### config.mk
export PLATFORM = sky130hd
export DESIGN_NAME = vxe_biu_rd_arb
export DESIGN_NICKNAME = d
export VERILOG_FILES = /design/src/rtl/vxe_biu_pkg.sv /design/src/rtl/vxe_rr_arb.sv /design/src/rtl/vxe_biu_rd_arb.sv
export SDC_FILE = /design/constraint.sdc
export NUM_CORES = 1
export LEC_CHECK = 0
export BUFFER_PORTS_ARGS = -buffer_cell sky130_fd_sc_hd__clkbuf_2
export CORE_UTILIZATION = 50
export CTS_CLUSTER_DIAMETER = 120
export DETAILED_ROUTE_END_ITERATION = 8
export GPL_TIMING_DRIVEN = 0
export HOLD_SLACK_MARGIN = 0.12
export MAX_ROUTING_LAYER = met4
export PLACE_DENSITY = 0.88
export SETUP_SLACK_MARGIN = 0.2
export SYNTH_ARGS = -nofsm -noshare
export SYNTH_HDL_FRONTEND = slang
export SYNTH_HIERARCHICAL = 1
export SYNTH_SLANG_ARGS = --single-unit
### constraint.sdc
create_clock -name M_AXI4_ACLK -period 4.95 [get_ports M_AXI4_ACLK]
set_input_delay 0.495 -clock M_AXI4_ACLK [delete_from_list [all_inputs] [get_ports M_AXI4_ACLK]]
set_output_delay 0.495 -clock M_AXI4_ACLK [all_outputs]
set_load 0.01 [all_outputs]
### src/rtl/vxe_biu_pkg.sv
// ---------------------------------------------------------------------------
// vxe_biu_pkg
// Shared definitions for the BIU read-side blocks:
//   - AXI4 response codes
//   - clog2 helper usable in parameter expressions
//   - width of a client index for a given client count
//   - width of the per-client outstanding-read counters
// ---------------------------------------------------------------------------
package vxe_biu_pkg;

  typedef enum logic [1:0] {
    RESP_OKAY   = 2'b00,
    RESP_EXOKAY = 2'b01,
    RESP_SLVERR = 2'b10,
    RESP_DECERR = 2'b11
  } axi_resp_e;

  localparam int CNT_WIDTH = 4;

  function automatic int clog2(input int value);
    int result;
    result = 0;
    while ((1 << result) < value) begin
      result = result + 1;
    end
    return result;
  endfunction

  // A client index is never narrower than one bit, even for two clients
  function automatic int cidxWidth(input int nClients);
    return (nClients <= 2) ? 1 : clog2(nClients);
  endfunction

endpackage

### src/rtl/vxe_rr_arb.sv
// ---------------------------------------------------------------------------
// vxe_rr_arb
// Purely combinational round-robin priority selector. Starting at i_ptr and
// wrapping modulo NCLIENTS, the first set bit of i_req wins.
// Ports:
//   i_req  - request vector, one bit per client
//   i_ptr  - index of the highest-priority client this cycle
//   o_gnt  - one-hot grant (zero when nothing is requested)
//   o_idx  - index of the granted client (zero when nothing is requested)
//   o_any  - at least one request present
// ---------------------------------------------------------------------------
module vxe_rr_arb
  import vxe_biu_pkg::*;
#(
  parameter int NCLIENTS = 4,
  parameter int IDX_W    = cidxWidth(NCLIENTS)
) (
  input  logic [NCLIENTS-1:0] i_req,
  input  logic [IDX_W-1:0]    i_ptr,
  output logic [NCLIENTS-1:0] o_gnt,
  output logic [IDX_W-1:0]    o_idx,
  output logic                o_any
);

  logic [IDX_W-1:0] w_cand;

  // Walk the offsets from farthest to nearest so the nearest requester
  // (lowest offset from the pointer) is the one left standing.
  always_comb begin
    o_gnt  = '0;
    o_idx  = '0;
    o_any  = 1'b0;
    w_cand = '0;
    for (int off = NCLIENTS - 1; off >= 0; off--) begin
      w_cand = IDX_W'((int'(i_ptr) + off) % NCLIENTS);
      if (i_req[w_cand]) begin
        o_any = 1'b1;
        o_idx = w_cand;
      end
    end
    if (o_any) begin
      o_gnt[o_idx] = 1'b1;
    end
  end

endmodule

### src/rtl/vxe_biu_rd_arb.sv
// ---------------------------------------------------------------------------
// vxe_biu_rd_arb
// Merges NCLIENTS read clients onto the single BIU read interface and steers
// each BIU response back to its client by CID. Each client may have at most
// MAX_OUTST reads in flight.
// Ports:
//   M_AXI4_ACLK / M_AXI4_ARESETn  - clock, async active-low reset
//   cl_arvalid / cl_araddr        - per-client read requests
//   cl_arpop                      - per-client request accepted (one-hot/zero)
//   cl_rvalid / cl_rready         - per-client response handshake
//   cl_rdata / cl_rresp           - response payload shared by all clients
//   biu_ar*                       - request slot towards the BIU
//   biu_r*                        - response path from the BIU
//   arb_idle                      - nothing held, nothing outstanding
//   err_badcid                    - sticky: response with out-of-range CID
// ---------------------------------------------------------------------------
module vxe_biu_rd_arb
  import vxe_biu_pkg::*;
#(
  parameter int ADDR_WIDTH = 32,
  parameter int DATA_WIDTH = 32,
  parameter int CID_WIDTH  = 8,
  parameter int NCLIENTS   = 4,
  parameter int MAX_OUTST  = 4
) (
  input  logic                         M_AXI4_ACLK,
  input  logic                         M_AXI4_ARESETn,
  input  logic [NCLIENTS-1:0]          cl_arvalid,
  input  logic [NCLIENTS*ADDR_WIDTH-1:0] cl_araddr,
  output logic [NCLIENTS-1:0]          cl_arpop,
  output logic [NCLIENTS-1:0]          cl_rvalid,
  output logic [DATA_WIDTH-1:0]        cl_rdata,
  output logic [1:0]                   cl_rresp,
  input  logic [NCLIENTS-1:0]          cl_rready,
  output logic [CID_WIDTH-1:0]         biu_arcid,
  output logic [ADDR_WIDTH-1:0]        biu_araddr,
  output logic                         biu_arvalid,
  input  logic                         biu_arpop,
  input  logic [CID_WIDTH-1:0]         biu_rcid,
  input  logic [DATA_WIDTH-1:0]        biu_rdata,
  input  logic [1:0]                   biu_rresp,
  input  logic                         biu_rpush,
  output logic                         biu_rready,
  output logic                         arb_idle,
  output logic                         err_badcid
);

  localparam int IDX_W = cidxWidth(NCLIENTS);

  logic                  r_arvalid;
  logic [IDX_W-1:0]      r_arcid;
  logic [ADDR_WIDTH-1:0] r_araddr;
  logic [IDX_W-1:0]      r_rrPtr;
  logic [CNT_WIDTH-1:0]  r_cnt [NCLIENTS];
  logic                  r_rv;
  logic [IDX_W-1:0]      r_rcid;
  logic [DATA_WIDTH-1:0] r_rdata;
  logic [1:0]            r_rresp;
  logic                  r_badcid;

  logic                  w_slotFree;
  logic [NCLIENTS-1:0]   w_elig;
  logic [NCLIENTS-1:0]   w_req;
  logic [NCLIENTS-1:0]   w_gnt;
  logic [IDX_W-1:0]      w_gntIdx;
  logic                  w_gntAny;
  logic [ADDR_WIDTH-1:0] w_gntAddr;
  logic [IDX_W-1:0]      w_ptrNext;
  logic [NCLIENTS-1:0]   w_dec;
  logic                  w_deliver;
  logic                  w_badcid;
  logic                  w_rspAccept;
  logic                  w_capture;
  logic                  w_cntZero;

  assign w_slotFree = ~r_arvalid | biu_arpop;

  genvar gi;
  generate
    for (gi = 0; gi < NCLIENTS; gi++) begin : g_client
      assign w_elig[gi]    = cl_arvalid[gi] && (r_cnt[gi] != CNT_WIDTH'(MAX_OUTST));
      assign cl_rvalid[gi] = r_rv && (r_rcid == IDX_W'(gi));
    end
  endgenerate

  // Gating the request vector with slot_free keeps cl_arpop low whenever
  // the slot cannot be reloaded.
  assign w_req = w_elig & {NCLIENTS{w_slotFree}};

  vxe_rr_arb #(
    .NCLIENTS (NCLIENTS),
    .IDX_W    (IDX_W)
  ) u_rrArb (
    .i_req (w_req),
    .i_ptr (r_rrPtr),
    .o_gnt (w_gnt),
    .o_idx (w_gntIdx),
    .o_any (w_gntAny)
  );

  assign cl_arpop  = w_gnt;
  assign w_ptrNext = (w_gntIdx == IDX_W'(NCLIENTS - 1)) ? '0 : w_gntIdx + IDX_W'(1);

  always_comb begin
    w_gntAddr = '0;
    for (int i = 0; i < NCLIENTS; i++) begin
      if (w_gnt[i]) begin
        w_gntAddr = cl_araddr[i*ADDR_WIDTH +: ADDR_WIDTH];
      end
    end
  end

  // Response side: a held response only blocks the BIU while its own client
  // is stalling; out-of-range CIDs are swallowed without loading.
  assign w_dec       = cl_rvalid & cl_rready;
  assign w_deliver   = |w_dec;
  assign biu_rready  = ~r_rv | cl_rready[r_rcid];
  assign w_badcid    = ({1'b0, biu_rcid} >= (CID_WIDTH+1)'(NCLIENTS));
  assign w_rspAccept = biu_rpush & biu_rready;
  assign w_capture   = w_rspAccept & ~w_badcid;

  always_comb begin
    w_cntZero = 1'b1;
    for (int i = 0; i < NCLIENTS; i++) begin
      if (r_cnt[i] != '0) begin
        w_cntZero = 1'b0;
      end
    end
  end

  assign arb_idle    = ~r_arvalid & ~r_rv & w_cntZero;
  assign biu_arvalid = r_arvalid;
  assign biu_arcid   = CID_WIDTH'(r_arcid);
  assign biu_araddr  = r_araddr;
  assign cl_rdata    = r_rdata;
  assign cl_rresp    = r_rresp;
  assign err_badcid  = r_badcid;

  // Request slot and round-robin pointer. The slot keeps its last cid/addr
  // when it drains; only the valid flag drops.
  always_ff @(posedge M_AXI4_ACLK or negedge M_AXI4_ARESETn) begin
    if (!M_AXI4_ARESETn) begin
      r_arvalid <= 1'b0;
      r_arcid   <= '0;
      r_araddr  <= '0;
      r_rrPtr   <= '0;
    end else if (w_gntAny) begin
      r_arvalid <= 1'b1;
      r_arcid   <= w_gntIdx;
      r_araddr  <= w_gntAddr;
      r_rrPtr   <= w_ptrNext;
    end else if (w_slotFree) begin
      r_arvalid <= 1'b0;
    end
  end

  // Outstanding counters: grant increments, delivery decrements, both at
  // once cancel out.
  always_ff @(posedge M_AXI4_ACLK or negedge M_AXI4_ARESETn) begin
    if (!M_AXI4_ARESETn) begin
      for (int i = 0; i < NCLIENTS; i++) begin
        r_cnt[i] <= '0;
      end
    end else begin
      for (int i = 0; i < NCLIENTS; i++) begin
        if (w_gnt[i] && !w_dec[i]) begin
          r_cnt[i] <= r_cnt[i] + CNT_WIDTH'(1);
        end else if (!w_gnt[i] && w_dec[i]) begin
          r_cnt[i] <= r_cnt[i] - CNT_WIDTH'(1);
        end
      end
    end
  end

  // Single-entry response register; a capture in the delivery cycle reloads
  // it so the valid flag stays up.
  always_ff @(posedge M_AXI4_ACLK or negedge M_AXI4_ARESETn) begin
    if (!M_AXI4_ARESETn) begin
      r_rv     <= 1'b0;
      r_rcid   <= '0;
      r_rdata  <= '0;
      r_rresp  <= '0;
      r_badcid <= 1'b0;
    end else begin
      if (w_capture) begin
        r_rv    <= 1'b1;
        r_rcid  <= biu_rcid[IDX_W-1:0];
        r_rdata <= biu_rdata;
        r_rresp <= biu_rresp;
      end else if (w_deliver) begin
        r_rv <= 1'b0;
      end
      if (w_rspAccept && w_badcid) begin
        r_badcid <= 1'b1;
      end
    end
  end

endmodule

==> results.cfg, run 1 <==
[logic_synthesis]
synth_top_family_by_area = compound AO/OA/AOI/OAI gates
ys.flop_type = dfrtp_1
syn-mean-instance-area_um2 = 9.852
synthArstFlopShare_pct = 100.0
synth_cells = 525
synth_compound_area_share_pct = 20.34
synth-edff-count = 0
yosysWarningCount = 6
syn_area_mm2 = 0.005172
yosys.area_share.xor_xnor_pct = 1.355
ys_types = 47
synthMuxAreaShare_pct = 10.33
ys_ff_latch = 91
ys_seq_area_share_pct = 44.03
synth-simple-area-share_pct = 12.12
synthAdderAreaFrac_pct = 4.693

[status]
status = finished, final reports clean

[timing]
max_freq_mhz = 283.9
worstMarginPinSlew_ns = 0.6336
setup_violations = 0
finClkSkew_ns = 0.01516
timing.slew.headroom_pct = 57.76
hold_violations = 0
post-route-period-util_pct = 71.17
rsz0062_at_grt = false
period_needed_ns = 3.523
tns_ns = 0
slew_violations = 0

[critical_path]
critical_path_class = register to register
crit_slowest_cell = a2111oi_0
path_common_cell = ha_1
endpoint_kind = register
start_kind = register
reg2reg_setup_slack_ns = 1.43
crit_arrival_ns = 3.76
r2r_start = biu_arvalid
r2r_end = r_cnt[7]
path_cells = nand2b_1, nand2_1, a21oi_1, nor2b_4, nor3_1, o31a_1, ha_1, inv_1, ha_1, a21o_1, a2111oi_0, o31ai_1
r2r_cells = 12
required_ns = 5.19
cp_max_fo = 8
max_stage_delay_ns = 0.51

[die]
die_h_um = 103.7
die_x_um = 103.7
io_pins = 268
dieArea_mm2 = 0.01076
core_area_mm2 = 0.009910
rows = 36
start_util_pct = 52.20

[clock_network]
cts.sinks = 91
postCtsSetupRepairBufs = 0
numCtsBuffers = 9
cts.clk_slew.worst_paths_ns = 0.10
clock_latency_ns = 0.37
ctsResizeCount = 0
cts_tree = yes
hold_buffers = 0
root_buffer = clkbuf_8
clockBufferDepth = 2
htreeDepth = 3

[power]
power_mw = 3.324
p_per_area_mw_per_mm2 = 481.2
power_leakage_nw = 3.584
ir_drop_mv = 0.2320

[global_routing]
gr-total-overflow = 0
grt_pass1_wl_um = 26770
grt_pass1_vias = 5533
grt_use_total_pct = 32.61
grt_max_degree = 52
antenna_found_initial = 0

[detailed_routing]
drt_wl_total_um = 16960
dr.pass1.iters = 5
via_count = 5366
drc_errors = 0
drtIter0Drc = 309
wl_per_cell_um = 18.02
via_per_inst = 5.702
ant_nets = 0

[hold_path]
hp-class = input pin to async pin

[cells_and_area]
mostFrequentLayoutCells = clkbuf_2 (260), dfrtp_1 (91), nand2_1 (51)
drive_above_1_share_pct = 39.73
n_fill_cell = 791
antennaDiodeCount = 0
final_common_cell = clkbuf_2
syn_to_final_growth_pct = 33.58
nets = 1002

[placed_design]
gp_congestion = 0.9511
port_buffers = 261
dpl.hpwl_um = 13560

[job]
drv_cap = 0
registers in the layout (all words and copies together), names as in the netlist:
| register | flops |
|---|---|
| r_arcid | 2 |
| r_cnt | 16 |
| cl_rdata | 32 |
| biu_araddr | 32 |
| biu_arvalid | 1 |
| err_badcid | 1 |
| r_rcid | 2 |
| r_rv | 1 |
| cl_rresp | 2 |
| r_rrPtr | 2 |
power by group:
part           leakage, nW  internal (mW)  switching [mW]  total (mW)
clock                0.107          0.258           0.291       0.549
combinational         2.34          0.699           0.863        1.56
sequential            1.14          0.999           0.214        1.21
total                 3.58           1.96            1.37        3.32
metrics by stage:
stage	area (µm²)	util, %	std cells	hold WS (ns)	setup slack (ns)
2_1_floorplan	5191	-	530	0.1994	1.905
3_3_place_gp	6664	67.25	924	0.4578	1.525
3_5_place_dp	6694	67.55	925	0.4752	1.252
4_1_cts	6909	69.72	941	0.1584	1.435
5_1_grt	6909	69.72	941	0.1780	1.134
6_report	6909	69.72	941	0.1458	1.427
final cells by class:
cell class                      count  area [µm²]  area share, %
Clock buffer                       10       137.6          1.992
Tap cell                          133       166.4          2.409
Clock inverter                      6       77.57          1.123
Buffer                             44       219.0          3.169
Multi-Input combinational cell    356        2549          36.89
Sequential cell                    91        2277          32.96
Inverter                           39       146.4          2.119
Timing Repair Buffer              262        1336          19.34
synth_stat cells, drive strengths merged, types with 7 or more instances:
library cell | instances | area share, %
a211o | 31 | 5.2
a21oi | 13 | 1.3
a221oi | 31 | 5.2
a31oi | 31 | 3.7
buf | 15 | 2.1
clkbuf | 29 | 2.1
dfrtp | 91 | 44
ha | 13 | 3.1
inv | 39 | 2.8
mux2 | 43 | 9.4
nand2 | 51 | 3.7
nor2 | 40 | 2.9
nor2b | 7 | 1.0
nor3 | 20 | 2.2
o21ai | 14 | 1.4
xnor2 | 8 | 1.4
logic make-up after synthesis:
family	after synthesis
XOR/XNOR	8
AO/OA/AOI/OAI	141
flip-flops	91
multiplexers	48
AND/OR/NAND/NOR	136
other	1
buffers and inverters	83
adder cells (fa/ha/maj)	17
how the worst max path moves through the flow:
stage                      from         to  slack (ns)  depth (start not counted)
floorplan             biu_arpop   r_cnt[7]        1.91                         12
global placement      biu_arpop  r_cnt[15]        1.52                         13
detailed placement    biu_arpop   r_cnt[7]        1.25                         13
CTS                 biu_arvalid   r_cnt[7]        1.43                         12
global route        biu_arvalid   r_cnt[7]        1.13                         12
finish              biu_arvalid   r_cnt[7]        1.43                         12
critical path: cells and delay by family, from the launching register on:
| family | cells | cell delay [ns] |
|---|---|---|
| adders and majority gates | 2 | 0.53 |
| buffers and inverters | 1 | 0.17 |
| and+or+nand+nor | 4 | 0.63 |
| AOI/OAI and AO/OA | 5 | 1.66 |
| DFF | 1 | 0.41 |
routing by layer:
layer | GRT usage, % | routed length [µm] | up-vias
met3 | 4.216 | 1113 | 57
met2 | 57.91 | 8888 | 282
met1 | 35.42 | 6221 | 2581
met4 | 17.86 | 738 | 0
li1 | - | - | 2446
met5 | - | 0 | -
Power figures use the tool's default switching activity.
==> run 2, diff against run 1 <==
--- a/config.mk
+++ b/config.mk
@@ -6,13 +6,13 @@
 export NUM_CORES = 1
 export LEC_CHECK = 0
 export BUFFER_PORTS_ARGS = -buffer_cell sky130_fd_sc_hd__clkbuf_2
-export CORE_UTILIZATION = 50
+export CORE_UTILIZATION = 42
 export CTS_CLUSTER_DIAMETER = 120
 export DETAILED_ROUTE_END_ITERATION = 8
 export GPL_TIMING_DRIVEN = 0
 export HOLD_SLACK_MARGIN = 0.12
 export MAX_ROUTING_LAYER = met4
-export PLACE_DENSITY = 0.88
+export PLACE_DENSITY = 0.79
 export SETUP_SLACK_MARGIN = 0.2
 export SYNTH_ARGS = -nofsm -noshare
 export SYNTH_HDL_FRONTEND = slang
==> constraint.sdc (replaced) <==
create_clock -name M_AXI4_ACLK -period 2.9 [get_ports M_AXI4_ACLK]
set_input_delay 0.29 -clock M_AXI4_ACLK [delete_from_list [all_inputs] [get_ports M_AXI4_ACLK]]
set_output_delay 0.29 -clock M_AXI4_ACLK [all_outputs]
set_load 0.01 [all_outputs]
==> results.cfg, run 2 (same netlist as run 1, synthesis figures left out) <==
[cells_and_area]
nets = 1026
drive_above_1_share_pct = 51.32
mostFrequentLayoutCells = clkbuf_2 (273), dfrtp_1 (86), nand2_1 (49)
fin_cells = 979
antennaDiodeCount = 0
n_fill_cell = 1015
final_common_cell = clkbuf_2
fin_area_mm2 = 0.007742
multi_input_area_mm2 = 0.003018
syn_to_final_growth_pct = 49.69
regArea_mm2 = 0.002283

[global_routing]
grt_max_degree = 56
grt_pass1_vias = 5102
grt_pass1_wl_um = 25120
grt_use_total_pct = 25.95
antenna_found_initial = 0
gr-total-overflow = 0

[clock_network]
clockBufferDepth = 2
cts.sinks = 91
cts.clk_slew.worst_paths_ns = 0.08
cts_tree = yes
numCtsBuffers = 9
root_buffer = clkbuf_16
clock_latency_ns = 0.34
htreeDepth = 3

[timing]
timing.slew.headroom_pct = 64.85
max_freq_mhz = 367.6
worst_slack_ns = 0.1799
slew_violations = 0
worstMarginPinSlew_ns = 0.5273
setup_violations = 0
hold_violations = 0
post-route-period-util_pct = 93.80
finClkSkew_ns = 0.009242
rsz0062_at_grt = true
period_needed_ns = 2.720

[hold_path]
min_from = biu_rdata[14]
hp-class = input pin to register
whs_path_depth = 2

[critical_path]
endpoint_kind = register
setup.worst_path.start = r_cnt[7]
crit_arrival_ns = 2.94
r2r_cells = 12
cp_max_fo = 5
r2r_start = r_cnt[7]
start_kind = register
reg2reg_setup_slack_ns = 0.18
required_ns = 3.12
critical_path_class = register to register

[power]
power_mw = 6.565
ir_drop_mv = 0.4239
p_per_area_mw_per_mm2 = 848.0
power_leakage_nw = 3.930

[die]
die_h_um = 113.0
rows = 40
start_util_pct = 43.06
die_x_um = 113.0
core_area_mm2 = 0.01201
io_pins = 268
dieArea_mm2 = 0.01276

[detailed_routing]
drtIter0Drc = 266
dr.pass1.iters = 5
wl_per_cell_um = 16.92
via_count = 5282
ant_nets = 0
drc_errors = 0
via_per_inst = 5.395
drt_wl_total_um = 16560

[placed_design]
numPlacedInstances = 939
place_ws_ns = -0.1959
port_buffers = 261
gp_congestion = 0.9021
dpl.hpwl_um = 12250
dpl-instance-area_mm2 = 0.006758

[job]
drv_cap = 0

[status]
status = finished, final reports clean
run 2: cell types whose count changed in the layout (fill, tap and decap cells not counted), sizes merged:
cell / delta
clkinv: +1
clkinvlp: -1
clkbuf: -3
dlygate4sd3: +1
buf: +25
inv: +1
run 2: final timing paths:
| kind | to |
|---|---|
| min reg2reg | err_badcid |
| max reg2reg | r_cnt[3] |
| min | cl_rdata[14] |
| max | r_cnt[3] |
| min in group asynchronous | biu_araddr[27] |
| max in group asynchronous | r_cnt[13] |
run 2: power by group:
group	switching, mW	internal, mW	total [mW]	leakage [nW]
sequential	0.417	1.71	2.13	1.13
clock	0.557	0.692	1.25	0.155
combinational	1.67	1.52	3.19	2.64
total	2.64	3.92	6.57	3.93
run 2: final cells by class:
class	instances	area share, %
Tap cell	147	2.376
Sequential cell	91	29.49
Clock inverter	7	1.131
Multi-Input combinational cell	356	38.98
Inverter	39	1.955
Timing Repair Buffer	286	19.83
Clock buffer	9	2.909
Buffer	44	3.329
run 2: repair_timing:
item | CTS | global route
buffers inserted | 10 | 13
hold buffers | 1 | 0
pin swaps | 4 | 18
gates resized for setup | 32 | 87
setup endpoints to repair | 42 | 37
hold endpoints to repair | 36 | 0
run 2: critical path, cell delays in order, from the launching register on:
cell,delay [ns]
dfrtp_2,0.44
nor3_4,0.25
a21oi_4,0.11
buf_12,0.14
nor2_1,0.13
o221a_2,0.30
ha_4,0.19
inv_2,0.07
ha_1,0.28
a21o_1,0.25
a21oi_2,0.19
mux2i_1,0.19
o31ai_1,0.08
run 2: metal layers:
layer | GRT usage, % | share of wire, % | up-vias
met2 | 44.03 | 51 | 222
li1 | - | - | 2508
met3 | 3.803 | 5.9 | 35
met1 | 30.86 | 40 | 2517
met4 | 11.23 | 3.1 | 0
met5 | - | 0 | -
run 2: through the flow:
stage          setup TNS (ns)  hold slack, ns  util (%)
3_3_place_gp           -1.543          0.4517     56.01
5_1_grt                     0          0.1539     64.46
3_5_place_dp           -3.375          0.3274     56.26
2_1_floorplan               0       -0.005591         -
4_1_cts                     0          0.1500     60.64
6_report                    0          0.1611     64.46
==> run 3, diff against run 2 <==
--- a/config.mk
+++ b/config.mk
@@ -6,15 +6,15 @@
 export NUM_CORES = 1
 export LEC_CHECK = 0
 export BUFFER_PORTS_ARGS = -buffer_cell sky130_fd_sc_hd__clkbuf_2
-export CORE_UTILIZATION = 42
+export CORE_ASPECT_RATIO = 1.1
+export CORE_UTILIZATION = 30
 export CTS_CLUSTER_DIAMETER = 120
 export DETAILED_ROUTE_END_ITERATION = 8
 export GPL_TIMING_DRIVEN = 0
 export HOLD_SLACK_MARGIN = 0.12
 export MAX_ROUTING_LAYER = met4
-export PLACE_DENSITY = 0.79
+export PLACE_DENSITY = 0.6
 export SETUP_SLACK_MARGIN = 0.2
 export SYNTH_ARGS = -nofsm -noshare
 export SYNTH_HDL_FRONTEND = slang
-export SYNTH_HIERARCHICAL = 1
 export SYNTH_SLANG_ARGS = --single-unit
==> results.cfg, run 3 <==
[logic_synthesis]
syn_area_mm2 = 0.005328
yosysMostFrequentCell = dfrtp_1
synthArstFlopShare_pct = 100.0
yosysTopAreaCellShare_pct = 42.74
synthTopCellsByCount = dfrtp_1 (91), nand2_1 (80), a21oi_1 (69)
ys_ff_latch = 91
synth-edff-count = 0
ys_types = 51
ys_seq_area_share_pct = 42.74
yosysWarningCount = 0
synth_cells = 526
ys.flop_type = dfrtp_1
synth_area_leader_cell = dfrtp_1
ys_top_cells_by_area = dfrtp_1 (43%), mux2_2 (6.8%), a21oi_1 (6.5%)
syn-mean-instance-area_um2 = 10.13

[die]
die_h_um = 141.8
die_x_um = 129.1
start_util_pct = 30.97
dieArea_mm2 = 0.01830
rows = 50
io_pins = 268
core_area_mm2 = 0.01720

[cells_and_area]
drive_above_1_share_pct = 58.18
n_fill_cell = 1628
final_common_cell = clkbuf_2
syn_to_final_growth_pct = 54.98
antennaDiodeCount = 0
fin_cells = 1078
fin_util_pct = 47.99
mostFrequentLayoutCells = clkbuf_2 (260), dfrtp_1 (86), nand2_1 (79)
nets = 1042

[detailed_routing]
dr.pass1.iters = 4
drt_wl_total_um = 17980
drtIter0Drc = 193
via_per_inst = 4.774
wl_per_cell_um = 16.68
ant_nets = 0
drc_errors = 0
via_count = 5146

[placed_design]
numPlacedInstances = 1027
place_ws_ns = -0.8741
port_buffers = 261
gp_congestion = 0.8786
dpl.hpwl_um = 13390

[power]
ir_drop_mv = 0.3027
power_mw = 7.671
power_leakage_nw = 3.963
p_per_area_mw_per_mm2 = 929.1

[hold_path]
hp-class = input pin to register

[critical_path]
endpoint_kind = register
cpLargestDelayFamily = simple AND/OR/NAND/NOR gates
cp_max_fo = 5
start_kind = register
crit_buf_inv = 5
crit_slowest_cell = or4b_4
crit_arrival_ns = 3.73
critical_path_class = register to register
path_common_cell = ha_4
required_ns = 3.13
max_stage_delay_ns = 0.59
path_cells = or4b_4, a22oi_2, a31oi_2, buf_4, o2111ai_4, inv_2, ha_4, clkbuf_16, clkbuf_16, and2_4, ha_4, inv_4, ha_4, a21o_1, a21oi_2, xnor2_1, nor2_1, xor2_1

[timing]
slew_violations = 0
worst_slack_ns = -0.5975
period_needed_ns = 3.497
post-route-period-util_pct = 120.6
whs_ns = 0.1501
finClkSkew_ns = 0.008503
rsz0062_at_grt = true
worstMarginPinSlew_ns = 0.6696
setup_violations = 48
max_freq_mhz = 285.9
timing.slew.headroom_pct = 55.36
hold_violations = 0

[clock_network]
clockBufferDepth = 2
cts.clk_slew.worst_paths_ns = 0.07
htreeDepth = 3
numCtsBuffers = 9
clock_latency_ns = 0.35
cts_tree = yes
cts.sinks = 91
root_buffer = clkbuf_16

[status]
status = finished with violations
violations = setup timing

[global_routing]
grt_pass1_wl_um = 27630
antenna_found_initial = 0
grt_use_total_pct = 20.66
gr-total-overflow = 0
grt_max_degree = 56
grt_pass1_vias = 5290

[job]
drv_cap = 0
==> run 3: kinds of logic after synthesis <==
logic type	after synthesis	synth area share, %
multiplexers	41	8.878
AO/OA/AOI/OAI	158	21.00
other	1	0.07039
AND/OR/NAND/NOR	147	14.47
XOR/XNOR	16	2.630
flip-flops	91	42.74
adder cells (fa/ha/maj)	20	5.261
buffers and inverters	52	4.955
==> run 3: final timing paths <==
kind / start / end / slack [ns] / depth (start not counted)
hold / removal: biu_rdata[31] / cl_rdata[31] / 0.15 / 2
setup reg to reg: r_cnt[8] / r_cnt[11] / -0.60 / 18
setup / recovery: r_cnt[8] / r_cnt[11] / -0.60 / 18
min in group asynchronous: M_AXI4_ARESETn / r_cnt[8] / 0.49 / 2
max in group asynchronous: M_AXI4_ARESETn / biu_araddr[12] / 1.73 / 3
hold reg to reg: biu_araddr[5] / biu_araddr[5] / 0.49 / 1
==> run 3: layout make-up <==
type / count / area (µm²) / share of cell area [%]
Inverter: 10 / 47.55 / 0.5758
Clock buffer: 9 / 225.2 / 2.728
Buffer: 42 / 459.2 / 5.561
Tap cell: 234 / 292.8 / 3.546
Timing Repair Buffer: 298 / 1658 / 20.08
Multi-Input combinational cell: 388 / 3218 / 38.98
Sequential cell: 91 / 2283 / 27.66
Clock inverter: 6 / 72.57 / 0.8789
==> run 3: power by group <==
group | total, mW | internal [mW] | switching [mW]
combinational | 4.40 | 2.27 | 2.13
clock | 1.22 | 0.678 | 0.545
sequential | 2.05 | 1.72 | 0.326
total | 7.67 | 4.66 | 3.01
==> run 3: what timing repair did <==
item / 4_1_cts / 5_1_grt
setup buffers: 28 / 7
endpoints found under the setup margin: 52 / 52
hold buffers: 1 / 0
endpoints found under the hold margin: 36 / 0
pin swaps: 29 / 43
gates resized for setup: 60 / 56
==> run 3: metrics by stage <==
step / instance area (µm²) / TNS (ns)
final: 8257 / -12.86
after global routing: 8257 / -20.17
after CTS: 8019 / -15.11
after floorplan: 5623 / -4.009
after detailed placement: 7252 / -21.80
after global placement: 7222 / -20.75
==> run 3: metal layers <==
metal	track usage, %	part of all wire [%]	vias to the layer above
met5	-	0	-
met4	6.068	1.4	0
met3	3.243	4.5	18
met2	35.36	52	157
li1	-	-	2499
met1	24.95	42	2472
